`src/rtl/ws2812b_pixel_decoder_if.sv`:
```
// WS2812B decoder bus: raw data line and target select in, pixel/frame
// results and error strobes out.
interface ws2812b_pixel_decoder_if #(
    parameter int BITS_PER_PIXEL = 24,
    parameter int IDX_W          = 8
);
    logic                      din;
    logic [IDX_W-1:0]          target_idx;
    logic                      pixel_valid;
    logic [BITS_PER_PIXEL-1:0] pixel_data;
    logic [IDX_W-1:0]          pixel_idx;
    logic [BITS_PER_PIXEL-1:0] captured;
    logic                      frame_done;
    logic [IDX_W-1:0]          frame_pixels;
    logic                      err_glitch;
    logic                      err_long;

    // Stimulus / host side
    modport master (
        output din, target_idx,
        input  pixel_valid, pixel_data, pixel_idx, captured,
        input  frame_done, frame_pixels, err_glitch, err_long
    );

    // Decoder side
    modport slave (
        input  din, target_idx,
        output pixel_valid, pixel_data, pixel_idx, captured,
        output frame_done, frame_pixels, err_glitch, err_long
    );
endinterface

```
`src/rtl/ws2812b_pixel_decoder.sv`:
```
// WS2812B receiver: measures DIN high pulses, rejects glitches and over-long
// highs, assembles MSB-first pixel words, tracks the pixel index within a
// frame, detects the latch gap and captures one selected pixel.
module ws2812b_pixel_decoder #(
    parameter int CLK_HZ           = 64000000,
    parameter int THRESHOLD_CYCLES = 38,
    parameter int MIN_HIGH_CYCLES  = 8,
    parameter int MAX_HIGH_CYCLES  = 96,
    parameter int RESET_CYCLES     = 3200,
    parameter int BITS_PER_PIXEL   = 24,
    parameter int IDX_W            = 8,
    parameter int CNT_W            = 12
) (
    input  logic                    clk,
    input  logic                    rst_n,
    ws2812b_pixel_decoder_if.slave  bus
);

    localparam int BCW = $clog2(BITS_PER_PIXEL + 1);

    localparam logic [CNT_W-1:0] L_THRESH   = CNT_W'(THRESHOLD_CYCLES);
    localparam logic [CNT_W-1:0] L_MIN      = CNT_W'(MIN_HIGH_CYCLES);
    localparam logic [CNT_W-1:0] L_MAX      = CNT_W'(MAX_HIGH_CYCLES);
    localparam logic [CNT_W-1:0] L_RESET    = CNT_W'(RESET_CYCLES);
    localparam logic [CNT_W-1:0] L_RESET_M1 = CNT_W'(RESET_CYCLES - 1);
    localparam logic [BCW-1:0]   L_BPP      = BCW'(BITS_PER_PIXEL);

    // Counters must be able to hold the latch gap; the clock must be real.
    if (RESET_CYCLES >= (2 ** CNT_W) || CLK_HZ <= 0) begin : g_param_check
        $error("ws2812b_pixel_decoder: CNT_W too small for RESET_CYCLES or bad CLK_HZ");
    end

    typedef enum logic [1:0] {
        S_SYNC,
        S_LOW,
        S_GAP,
        S_HIGH
    } state_t;

    state_t                    r_state;
    state_t                    w_state_next;

    logic                      r_sync1;
    logic                      r_sync2;
    logic [1:0]                r_warm;
    logic                      w_din_s;

    logic [CNT_W-1:0]          r_hcnt;
    logic [CNT_W-1:0]          r_lcnt;
    logic [BCW-1:0]            r_bit_cnt;
    logic [BCW-1:0]            w_bit_cnt_inc;
    logic [BITS_PER_PIXEL-1:0] r_shift;
    logic [BITS_PER_PIXEL-1:0] w_word;
    logic [IDX_W-1:0]          r_idx;

    logic                      w_rise;
    logic                      w_fall;
    logic                      w_gap_hit;
    logic                      w_is_glitch;
    logic                      w_is_long;
    logic                      w_bit;

    logic                      r_pixel_valid;
    logic [BITS_PER_PIXEL-1:0] r_pixel_data;
    logic [IDX_W-1:0]          r_pixel_idx;
    logic [BITS_PER_PIXEL-1:0] r_captured;
    logic                      r_frame_done;
    logic [IDX_W-1:0]          r_frame_pixels;
    logic                      r_err_glitch;
    logic                      r_err_long;

    // Two-flop synchronizer for DIN plus a warm-up flag that marks when the
    // synchronized value is genuine rather than the reset value.
    always_ff @(posedge clk or negedge rst_n) begin
        if (!rst_n) begin
            r_sync1 <= 1'b0;
            r_sync2 <= 1'b0;
            r_warm  <= 2'b00;
        end else begin
            // NOTE: non-blocking assignments make every flop sample the
            // pre-edge value, so the chain really delays by one clock per stage.
            r_sync1 <= bus.din;
            r_sync2 <= r_sync1;
            r_warm  <= {r_warm[0], 1'b1};
        end
    end

    assign w_din_s = r_sync2;

    // State register.
    always_ff @(posedge clk or negedge rst_n) begin
        if (!rst_n) begin
            r_state <= S_SYNC;
        end else begin
            r_state <= w_state_next;
        end
    end

    // Next-state logic and edge/gap event decode.
    always_comb begin
        // NOTE: every output of this block gets a default before the case so
        // no path leaves one unassigned and no latch is inferred.
        w_state_next = r_state;
        w_rise       = 1'b0;
        w_fall       = 1'b0;
        w_gap_hit    = 1'b0;
        case (r_state)
            S_SYNC: begin
                // Only leave once the synchronizer holds a real low, so a line
                // that is high at reset release never yields a partial bit.
                if (r_warm[1] && !w_din_s) begin
                    w_state_next = S_LOW;
                end
            end
            S_LOW: begin
                if (w_din_s) begin
                    w_state_next = S_HIGH;
                    w_rise       = 1'b1;
                end else if (r_lcnt == L_RESET_M1) begin
                    w_state_next = S_GAP;
                    w_gap_hit    = 1'b1;
                end
            end
            S_GAP: begin
                if (w_din_s) begin
                    w_state_next = S_HIGH;
                    w_rise       = 1'b1;
                end
            end
            S_HIGH: begin
                if (!w_din_s) begin
                    w_state_next = S_LOW;
                    w_fall       = 1'b1;
                end
            end
            default: w_state_next = S_SYNC;
        endcase
    end

    // Pulse classification of the high width measured so far.
    assign w_is_glitch   = (r_hcnt < L_MIN);
    assign w_is_long     = (r_hcnt > L_MAX);
    assign w_bit         = (r_hcnt > L_THRESH);
    assign w_word        = {r_shift[BITS_PER_PIXEL-2:0], w_bit};
    assign w_bit_cnt_inc = r_bit_cnt + 1'b1;

    // High and low width counters, both saturating.
    always_ff @(posedge clk or negedge rst_n) begin
        if (!rst_n) begin
            r_hcnt <= '0;
            r_lcnt <= '0;
        end else begin
            if (w_rise) begin
                r_hcnt <= CNT_W'(1);
                r_lcnt <= '0;
            end else if (r_state == S_HIGH && w_din_s && r_hcnt != '1) begin
                r_hcnt <= r_hcnt + 1'b1;
            end else if (r_state == S_SYNC) begin
                r_lcnt <= '0;
            end else if (r_state == S_LOW && r_lcnt != L_RESET) begin
                r_lcnt <= r_lcnt + 1'b1;
            end
        end
    end

    // Bit assembly, pixel completion, end-of-frame bookkeeping and strobes.
    always_ff @(posedge clk or negedge rst_n) begin
        if (!rst_n) begin
            // NOTE: the shift register is a plain flop vector, not a RAM, so it
            // is reset like any other state and never exposes stale bits.
            r_shift        <= '0;
            r_bit_cnt      <= '0;
            r_idx          <= '0;
            r_pixel_valid  <= 1'b0;
            r_pixel_data   <= '0;
            r_pixel_idx    <= '0;
            r_captured     <= '0;
            r_frame_done   <= 1'b0;
            r_frame_pixels <= '0;
            r_err_glitch   <= 1'b0;
            r_err_long     <= 1'b0;
        end else begin
            r_pixel_valid <= 1'b0;
            r_frame_done  <= 1'b0;
            r_err_glitch  <= 1'b0;
            r_err_long    <= 1'b0;

            if (w_gap_hit) begin
                // Latch gap: publish the pixel count, drop any partial pixel.
                r_frame_done   <= 1'b1;
                r_frame_pixels <= r_idx;
                r_idx          <= '0;
                r_bit_cnt      <= '0;
                r_shift        <= '0;
            end else if (w_fall) begin
                if (w_is_glitch) begin
                    // Too short to be a bit: ignore it, keep the partial pixel.
                    r_err_glitch <= 1'b1;
                end else if (w_is_long) begin
                    // Lost framing inside a pixel: resync on the next bit.
                    r_err_long <= 1'b1;
                    r_shift    <= '0;
                    r_bit_cnt  <= '0;
                end else if (w_bit_cnt_inc == L_BPP) begin
                    r_pixel_valid <= 1'b1;
                    r_pixel_data  <= w_word;
                    r_pixel_idx   <= r_idx;
                    if (r_idx == bus.target_idx) begin
                        r_captured <= w_word;
                    end
                    r_shift   <= '0;
                    r_bit_cnt <= '0;
                    if (r_idx != '1) begin
                        r_idx <= r_idx + 1'b1;
                    end
                end else begin
                    r_shift   <= w_word;
                    r_bit_cnt <= w_bit_cnt_inc;
                end
            end
        end
    end

    assign bus.pixel_valid  = r_pixel_valid;
    assign bus.pixel_data   = r_pixel_data;
    assign bus.pixel_idx    = r_pixel_idx;
    assign bus.captured     = r_captured;
    assign bus.frame_done   = r_frame_done;
    assign bus.frame_pixels = r_frame_pixels;
    assign bus.err_glitch   = r_err_glitch;
    assign bus.err_long     = r_err_long;

endmodule
```
`src/flat_wrapper.sv`:
```
// flat-port wrapper written by rule: the top's interface ports become plain ports
module ws2812b_pixel_decoder_flat 
#(
    parameter int CLK_HZ           = 64000000,
    parameter int THRESHOLD_CYCLES = 38,
    parameter int MIN_HIGH_CYCLES  = 8,
    parameter int MAX_HIGH_CYCLES  = 96,
    parameter int RESET_CYCLES     = 3200,
    parameter int BITS_PER_PIXEL   = 24,
    parameter int IDX_W            = 8,
    parameter int CNT_W            = 12
)
  (clk, rst_n, bus_din, bus_target_idx, bus_pixel_valid, bus_pixel_data, bus_pixel_idx, bus_captured, bus_frame_done, bus_frame_pixels, bus_err_glitch, bus_err_long);
  ws2812b_pixel_decoder_if #(.BITS_PER_PIXEL(BITS_PER_PIXEL), .IDX_W(IDX_W)) bus_i ();
  input  logic clk;
  input  logic rst_n;
  input wire logic [$bits(bus_i.din)-1:0] bus_din;
  input wire logic [$bits(bus_i.target_idx)-1:0] bus_target_idx;
  output wire logic [$bits(bus_i.pixel_valid)-1:0] bus_pixel_valid;
  output wire logic [$bits(bus_i.pixel_data)-1:0] bus_pixel_data;
  output wire logic [$bits(bus_i.pixel_idx)-1:0] bus_pixel_idx;
  output wire logic [$bits(bus_i.captured)-1:0] bus_captured;
  output wire logic [$bits(bus_i.frame_done)-1:0] bus_frame_done;
  output wire logic [$bits(bus_i.frame_pixels)-1:0] bus_frame_pixels;
  output wire logic [$bits(bus_i.err_glitch)-1:0] bus_err_glitch;
  output wire logic [$bits(bus_i.err_long)-1:0] bus_err_long;
  assign bus_i.din = bus_din;
  assign bus_i.target_idx = bus_target_idx;
  assign bus_pixel_valid = bus_i.pixel_valid;
  assign bus_pixel_data = bus_i.pixel_data;
  assign bus_pixel_idx = bus_i.pixel_idx;
  assign bus_captured = bus_i.captured;
  assign bus_frame_done = bus_i.frame_done;
  assign bus_frame_pixels = bus_i.frame_pixels;
  assign bus_err_glitch = bus_i.err_glitch;
  assign bus_err_long = bus_i.err_long;
  ws2812b_pixel_decoder #(.CLK_HZ(CLK_HZ), .THRESHOLD_CYCLES(THRESHOLD_CYCLES), .MIN_HIGH_CYCLES(MIN_HIGH_CYCLES), .MAX_HIGH_CYCLES(MAX_HIGH_CYCLES), .RESET_CYCLES(RESET_CYCLES), .BITS_PER_PIXEL(BITS_PER_PIXEL), .IDX_W(IDX_W), .CNT_W(CNT_W)) u_core (.clk(clk), .rst_n(rst_n), .bus(bus_i));
endmodule
```
`config.mk`:
```
export PLATFORM = sky130hd
export DESIGN_NAME = ws2812b_pixel_decoder_flat
export DESIGN_NICKNAME = d
export VERILOG_FILES = /design/src/rtl/ws2812b_pixel_decoder_if.sv /design/src/rtl/ws2812b_pixel_decoder.sv /design/src/flat_wrapper.sv
export SDC_FILE = /design/constraint.sdc
export NUM_CORES = 1
export LEC_CHECK = 0
export BUFFER_PORTS_ARGS = -buffer_cell sky130_fd_sc_hd__buf_2
export CAP_MARGIN = 20
export CELL_PAD_IN_SITES_DETAIL_PLACEMENT = 1
export CELL_PAD_IN_SITES_GLOBAL_PLACEMENT = 1
export CORE_ASPECT_RATIO = 0.75
export CORE_MARGIN = 2
export CORE_UTILIZATION = 46
export DETAILED_ROUTE_END_ITERATION = 6
export GPL_TIMING_DRIVEN = 0
export PLACE_DENSITY = 0.79
export SKIP_CTS_REPAIR_TIMING = 1
export SLEW_MARGIN = 40
export SYNTH_ARGS = -nofsm -noshare
export SYNTH_HDL_FRONTEND = slang
export SYNTH_SLANG_ARGS = --single-unit
```
`constraint.sdc`:
```
create_clock -name clk -period 2.6 [get_ports clk]
set_input_delay 0.26 -clock clk [delete_from_list [all_inputs] [get_ports clk]]
set_output_delay 0.26 -clock clk [all_outputs]
set_load 0.03 [all_outputs]
```
==> impl_results.md, run 1 <==
* Main flop type after synthesis: dfrtp_1
* Die W at 140 µm
* Critical Path Start Type: register
* R2R Setup Slk at 120 ps
* Routed vias/inst at 5.70
* Synth area leader: dfrtp_1
* Die area at 0.0148 mm²
* Multi-input gate area at 0.00281 mm²
* Max Buffers Root-to-Sink at 2
* FF+latch area at 0.00335 mm²
* Top post-synthesis cells by area: dfrtp_1 (53%), mux2_2 (7.8%), nand3_1 (3.3%)
* Netlist Area Pre-Place at 0.00637 mm²
* Worst R2R Start: u_core.r_lcnt[2]
* ANT cells at 0
* Fill cell count at 1477
* GRT Util Overall at 23.8%
* Hold EP: u_core.r_sync2
* Count of nets after finishing at 678
* DP Cell Count at 808
* Syn Area/Cell at 11.5 µm²
* Worst setup EP type: register
* Leak at 3.75 nW
* Slew Limit Headroom at 47.5%
* Layout Skew at 12.8 ps
* Power density over the cells at 702 mW/mm²
* H-tree levels at 4
* Clk_lat worst skew at 430 ps
* DP HPWL at 10800 µm
* Maximum VDD drop at 0.493 mV
* Clk sinks at 134
* First-pass GRT wire length at 27600 µm
* WHS Path Cells at 0
* Antenna violations before repair at 0
* Register area share after synthesis at 52.7%
* Cell Rows at 37
* Fin crit share at 95.3%
* Min Tclk post-route at 2480 ps
* Routability cong. at 0.843
* Gr ovfl total at 0
* Flops & latches, synth at 134
* Vias in the first global route at 5200
* Critical-path maximum fanout at 10
* Non-Filler Instances at 844
* Slew @ Worst Pin at 778 ps
* CTS Root Cell: clkbuf_16
* Endpoints failing setup at 0
* Layout cells sized above 1 at 32.9%
* R2R depth at 8
* Die Span Y at 106 µm
* Required time of the critical path at 2900 ps
* Starting DRT DRC Count at 246
* ANT nets after route at 0
* IO Port Bufs at 78
* Async S/R FF share, synth at 100%
* Syn nets at 575
* Routed wire length at 16800 µm
* Min-Delay Path Class: register to register
* HP Start: u_core.r_sync1
* Crit Path Category: register to register
* Fmax at 404 MHz
* Critical Path AT at 2770 ps
* YS warnings at 0
* EDFF count, synth at 0
* Largest net degree at the start of global routing at 69
* Design Power at 5.42 mW
* Crit path cell chain: clkbuf_1 -> nand4_1 -> buf_4 -> nor2_1 -> nand2_1 -> nand3_4 -> buf_6 -> mux2_2
* Clock-pin slew on the worst setup and hold paths at 60 ps
* DRC at 0
* Synth Instances at 554
* Unique masters post-synth at 54
* Status: finished, final reports clean
* Wire per inst at 20.0 µm
* Slowest cell delay on critical path at 380 ps
* DRT Pass-1 Iters at 4
* Final Hold Viols at 0
* Total of max-cap violations at 0
* Post-Route Utilization at 56.8%
* Crit-path slowest cell: mux2_2
* Yosys top cell area share at 52.7%
* CTS tree: yes
* Via count at 4810
* I/O pin cnt at 79
* Reg2reg end: u_core.bus.pixel_data[15]
* Final Max Slew Viols at 0
* Core area at 0.0136 mm²
* Initial Utilization at 46.8%
* Synthesis-to-finish area growth at 21.4%
* TritonCTS Buffers at 17
## flip-flops by register name (all words and copies together) (netlist names), 8 cells and up
signal	cells
u_core.bus.captured	24
u_core.r_shift	23
u_core.bus.pixel_data	24
u_core.r_idx	8
u_core.bus.pixel_idx	8
u_core.r_lcnt	12
u_core.bus.frame_pixels	8
u_core.r_hcnt	12
## worst max-delay path, delay by kind of cell (launching register included)
| family | cells | cell delay [ps] |
|---|---|---|
| and+or+nand+nor | 4 | 940 |
| buffers and inverters | 3 | 720 |
| muxes | 1 | 380 |
| DFF | 1 | 320 |
## placed cells by master (no fill, tap or decap), types with 4 or more instances in the layout
master     synthesis  final
a21oi_1           23     22
a21oi_2           19     20
a31oi_1            6      5
and3_1             7      7
buf_2              9     85
buf_4              2      6
buf_6              9      7
clkbuf_1          19     17
clkbuf_16          0     17
dfrtp_1          134    134
ha_1              10      9
inv_1              7      6
mux2_1            13     13
mux2_2            44     44
mux2_4             7      7
nand2_1           22     22
nand2b_1          29     29
nand3_1           42     42
nand4_1           13     13
nor2_1            23     23
nor3_1             6      5
o21ai_0           22     22
o31ai_1           12     12
or3_1              4      4
or4_1              6      6
xnor2_1           11     11
xor2_1             6      6
## cells by family (layout without fill, tap and decap cells)
kind of cell / after synthesis / after routing / synth area share [%]
multiplexers: 64 / 64 / 11.7
AO/OA/AOI/OAI: 100 / 100 / 10.8
flip-flops: 134 / 134 / 52.7
XOR/XNOR: 17 / 17 / 2.34
AND/OR/NAND/NOR: 181 / 181 / 16.3
buffers and inverters: 47 / 162 / 4.15
adder cells (fa/ha/maj): 10 / 10 / 1.97
other: 1 / 1 / 0.0589
## per-layer routing
layer	global-route usage, %	vias to the layer above	share of wire, %
li1	-	2210	-
met3	4.91	26	3.7
met4	8.71	0	2.0
met1	31.8	2470	46
met5	0	-	0
met2	38.7	104	48
## how the worst max path moves through the flow
stage | from | end | depth (start not counted)
CTS | u_core.r_state[1] | u_core.bus.captured[9] | 8
global placement | rst_n | u_core.bus.pixel_idx[1] | 1
floorplan | u_core.r_state[1] | u_core.bus.captured[4] | 8
detailed placement | u_core.r_state[1] | u_core.bus.captured[9] | 8
finish | u_core.r_lcnt[2] | u_core.bus.pixel_data[15] | 8
global route | u_core.r_lcnt[2] | u_core.r_idx[7] | 7
## synth_stat cells, types with 7 or more instances
master,count
a21oi_2,19
clkbuf_1,19
a21oi_1,23
buf_6,9
nor2_1,23
buf_2,9
dfrtp_1,134
ha_1,10
mux2_2,44
nand4_1,13
inv_1,7
xnor2_1,11
and3_1,7
nand3_1,42
o21ai_0,22
o31ai_1,12
mux2_1,13
mux2_4,7
nand2_1,22
nand2b_1,29
## through the flow
stage / worst slack [ps] / hold WS, ps / setup TNS, ps / instance area, µm²
final: 123 / 349 / 0 / 7730
after global routing: -44.4 / 355 / -571 / 7730
after CTS: -340 / -187 / -7190 / 7610
after detailed placement: -257 / 263 / -4740 / 7010
after global placement: -510 / 334 / -70930 / 6980
after floorplan: 355 / -35.6 / 0 / 6370
## final cells by class
cell class / count / share of cell area [%]
multi-input combinational: 373 / 36.3
timing repair buffer: 85 / 6.18
tap: 175 / 2.83
sequential: 134 / 43.4
buffer: 39 / 3.17
inverter: 7 / 0.340
clock inverter: 14 / 2.27
clock buffer: 17 / 5.50
## power breakdown
part           switching [mW]  internal, mW  total [mW]
clock                   0.971          1.51        2.48
combinational           0.495         0.241       0.736
sequential             0.0655          2.14        2.21
total                    1.53          3.89        5.42
Power figures use the tool's default switching activity.
==> inputs of run 2 (changes only) <==
Settings changed: CORE_UTILIZATION 46 to 42, PLACE_DENSITY 0.79 to 0.76, REMOVE_ABC_BUFFERS set to 1.
Clock period 2.6 ns to 2.12 ns, I/O delays scaled along.
==> impl_results.md, run 2 (synthesis gave the netlist of run 1 again) <==
* Cell area after layout at 0.00869 mm²
* Design Power at 6.83 mW
* Met2 Use GR at 32.5%
* DRC at 0
* Critical Path Start Type: register
* ANT nets after route at 0
* Violated checks: negative setup slack
* Via count at 5454
* Core area at 0.0146 mm²
* Critical Path AT at 2810 ps
* DP Area at 0.00694 mm²
* Wire per inst at 26.1 µm
* Total of max-cap violations at 0
* Setup_tns at -21740 ps
* Post-Route Utilization at 59.3%
* IO Port Bufs at 78
* Status: complete, but fails checks
* Vias in the first global route at 5000
* I/O pin cnt at 79
* Routed vias/inst at 6.09
* Fill cell count at 1513
* Cell Rows at 38
* Endpoints failing setup at 106
* RSZ-0062 raised after global routing: true
* Synthesis-to-finish area growth at 36.4%
* TritonCTS Buffers at 17
* R2R Setup Slk at -380 ps
* DP HPWL at 10300 µm
* Max Buffers Root-to-Sink at 2
* Final Max Slew Viols at 0
* Routability cong. at 0.903
* Starting DRT DRC Count at 439
* Commonest cells after routing, fill and taps aside: dfrtp_1 (125), buf_2 (79), buf_4 (46), mux2_2 (32), mux2_4 (30)
* Clock-pin slew on the worst setup and hold paths at 60 ps
* Fin crit share at 118%
* Fmax at 401 MHz
* Slew @ Worst Pin at 653 ps
* H-tree levels at 4
* CTS Root Cell: clkbuf_16
* DP Cell Count at 805
* Antenna violations before repair at 0
* Met3 Use GR at 4.79%
* GRT Util Overall at 19.8%
* FF+latch area at 0.00336 mm²
* Initial Utilization at 43.5%
* Required time of the critical path at 2430 ps
* Non-Filler Instances at 896
* Power density over the cells at 786 mW/mm²
* Met1 Resource Use GR at 25.9%
* Post-place setup slack at -827 ps
* Maximum VDD drop at 0.699 mV
* Worst R2R Start: u_core.r_lcnt[4]
* DRT Pass-1 Iters at 7
* Die W at 146 µm
* Multi-input gate area at 0.00339 mm²
* Slew Limit Headroom at 56.3%
* Commonest non-fill, non-tap cell in the layout: dfrtp_1
* Die Span Y at 111 µm
* Gr ovfl total at 0
* Final setup slack of the worst path at -376 ps
* Largest net degree at the start of global routing at 72
* Fin Hold WS at 310 ps
* Critical-path maximum fanout at 6
* Final Hold Viols at 0
* Clk_lat worst skew at 440 ps
* Reg2reg end: u_core.bus.captured[0]
* Leak at 4.07 nW
* Count of nets after finishing at 704
* ANT cells at 0
* Crit Path Category: register to register
* Die area at 0.0162 mm²
* Layout Skew at 14.0 ps
* Min Tclk post-route at 2500 ps
* First-pass GRT wire length at 25900 µm
* Layout cells sized above 1 at 48.1%
* Routed wire length at 23400 µm
* Gr busiest metal: met2
* Clk sinks at 134
* Worst setup EP type: register
* Min-Delay Path Class: primary input to asynchronous set/reset pin
* R2R depth at 8
* CTS tree: yes
[run 2: cell types whose count changed in the layout (fill, tap and decap cells not counted), sizes merged, moves of 2 or more]
cell	change
nand3	+4
buf	+38
clkbuf	-16
bufinv	-2
[run 2: how the worst max path moves through the flow]
stage                            startpoint                      end  slack, ps  cells after the start
after detailed placement  u_core.r_state[1]   u_core.bus.captured[0]       -830                      8
after floorplan            u_core.r_lcnt[0]   u_core.bus.pixel_valid      -2380                      5
after global routing      u_core.r_state[1]  u_core.bus.captured[14]       -410                      8
after CTS                 u_core.r_state[1]   u_core.bus.captured[0]       -850                      8
final                      u_core.r_lcnt[4]   u_core.bus.captured[0]       -380                      8
after global placement     u_core.r_lcnt[2]   u_core.bus.pixel_valid      -4610                      4
[run 2: per-layer routing]
metal | part of all wire (%) | wire [µm]
met2 | 50 | 11700
met1 | 40 | 9440
met3 | 5.9 | 1380
met5 | 0 | 0
met4 | 3.8 | 892
[run 2: power breakdown]
part           switching (mW)  internal (mW)  leakage [nW]
Sequential              0.120           2.63          1.84
Clock                    1.22           1.65         0.269
Combinational           0.734          0.474          1.96
Total                    2.07           4.75          4.07
[run 2: layout make-up]
cell class | instances | share of cell area [%]
Multi-Input combinational cell | 378 | 39.1
Clock buffer | 18 | 5.06
Sequential cell | 134 | 38.7
Timing Repair Buffer | 145 | 12.5
Clock inverter | 14 | 1.43
Tap cell | 200 | 2.88
Inverter | 7 | 0.302
[run 2: worst max-delay path, cell delays in order, from the launching register on]
cell and delay (ps):
dfrtp_1 440, nand4_1 360, buf_4 210, nor4_4 50, buf_6 150, nor3_4 510
nand3_4 150, buf_12 200, mux2_4 300
==> inputs of run 3 (changes only) <==
Settings changed: SKIP_CTS_REPAIR_TIMING 1 to unset.
==> impl_results.md, run 3 (synthesis gave the netlist of run 1 again) <==
* Required time of the critical path at 2460 ps
* Die area at 0.0162 mm²
* Pint at 4.82 mW
* ANT cells at 0
* Layout Skew at 9.12 ps
* Clk_lat worst skew at 440 ps
* Slew Limit Headroom at 58.6%
* Worst R2R Start: u_core.r_hcnt[11]
* Critical-path maximum fanout at 5
* Final setup slack of the worst path at -223 ps
* DRC at 0
* Post-Route Utilization at 60.1%
* Slew @ Worst Pin at 616 ps
* Leak at 4.08 nW
* Gr ovfl total at 0
* Count of nets after finishing at 704
* Fill cell count at 1495
* GRT Util Overall at 24.2%
* Commonest cells after routing, fill and taps aside: dfrtp_1 (125), buf_2 (78), buf_4 (39), mux2_2 (36)
* Endpoints failing setup at 88
* First-pass GRT wire length at 30700 µm
* R2R Setup Slk at -220 ps
* Min Tclk post-route at 2340 ps
* DRT Pass-1 Iters at 4
* Clk sinks at 134
* TritonCTS Buffers at 17
* Worst setup EP type: register
* Routed wire length at 22800 µm
* IO Port Bufs at 78
* R2R depth at 7
* Routed vias/inst at 5.99
* Antenna violations before repair at 0
* Core area at 0.0146 mm²
* Fmax at 427 MHz
* Via count at 5367
* Fin crit share at 111%
* H-tree levels at 4
* Die W at 146 µm
* P_sw at 2.08 mW
* Die Span Y at 111 µm
* Final Max Slew Viols at 0
* Reg2reg end: u_core.r_shift[16]
* Synthesis-to-finish area growth at 38.1%
* Status: complete, but fails checks
* Layout cells sized above 1 at 49.0%
* DP HPWL at 10300 µm
* Clk pwr share at 41.5%
* Violated checks: negative setup slack
* Fin Hold WS at 310 ps
* Sw frac at 30.2%
* Maximum VDD drop at 0.566 mV
* Routability cong. at 0.903
* Largest net degree at the start of global routing at 72
* CTS Root Cell: clkbuf_16
* Vias in the first global route at 5429
* Clock-pin slew on the worst setup and hold paths at 60 ps
* Commonest non-fill, non-tap cell in the layout: dfrtp_1
* Comb pwr share at 18.7%
* Power density over the cells at 785 mW/mm²
* Min-Delay Path Class: primary input to asynchronous set/reset pin
* Cell Rows at 38
* Total of max-cap violations at 0
* CTS tree: yes
* Initial Utilization at 43.5%
* ANT nets after route at 0
* RSZ-0062 raised after global routing: true
* Critical Path AT at 2680 ps
* I/O pin cnt at 79
* Setup_tns at -9780 ps
* Crit Path Category: register to register
* Starting DRT DRC Count at 494
* Critical Path Start Type: register
* Max Buffers Root-to-Sink at 2
* Final Hold Viols at 0
* Seq pwr share at 39.9%
* Wire per inst at 25.5 µm
## run 3: power by group through the flow
stage	Sequential [mW]	Clock [mW]	Combinational [mW]
finish	2.75	2.86	1.29
global route	2.76	3.01	1.38
CTS	2.73	2.84	0.957
detailed placement	2.76	0	0.800
global placement	2.75	0	0.731
floorplan	2.75	0	0.522
## run 3: worst max-delay path, stage by stage (launching register included)
cell and delay [ps]:
dfrtp_2 410, or2_4 250, or4_4 590, a311oi_4 280, buf_6 210, buf_8 160
nand3_2 100, a21oi_2 250
## run 3: repair_timing
item,4_1_cts,5_1_grt
gates resized for setup,53,88
hold buffers,2,0
hold endpoints to repair,64,0
pin swaps,9,36
gates cloned,5,5
endpoints found under the setup margin,121,108
setup buffers,30,19
## run 3: layer usage
| layer | track usage [%] | share of wire, % | up-vias |
|---|---|---|---|
| li1 | - | - | 2276 |
| met1 | 30.3 | 41 | 2810 |
| met2 | 39.8 | 50 | 215 |
| met3 | 6.49 | 4.7 | 66 |
| met4 | 9.97 | 4.3 | 0 |
| met5 | 0 | 0 | - |
## run 3: metrics by stage
stage / power [mW] / instance area (µm²) / setup slack, ps / instances
after floorplan: 3.27 / 6130 / -2380 / 514
after global placement: 3.48 / 6770 / -4610 / 792
after detailed placement: 3.56 / 6940 / -827 / 805
after CTS: 6.53 / 8080 / -172 / 872
after global routing: 7.15 / 8800 / -277 / 896
final: 6.90 / 8800 / -223 / 896
## run 3: final cells by class
type	count	area, µm²	area share (%)
inverter	7	26.3	0.299
timing repair buffer	145	1150	13.1
clock inverter	14	124	1.41
clock buffer	18	439	4.99
multi-input combinational	378	3440	39.1
sequential	134	3360	38.3
tap	200	250	2.84
## run 3: worst max path at each step
stage / start / endpoint / slack, ps / depth (start not counted)
floorplan: u_core.r_lcnt[0] / u_core.bus.pixel_valid / -2380 / 5
global placement: u_core.r_lcnt[2] / u_core.bus.pixel_valid / -4610 / 4
detailed placement: u_core.r_state[1] / u_core.bus.captured[0] / -830 / 8
CTS: u_core.r_state[1] / u_core.bus.captured[0] / -170 / 9
global route: u_core.r_hcnt[11] / u_core.bus.captured[22] / -280 / 8
finish: u_core.r_hcnt[11] / u_core.r_shift[16] / -220 / 7
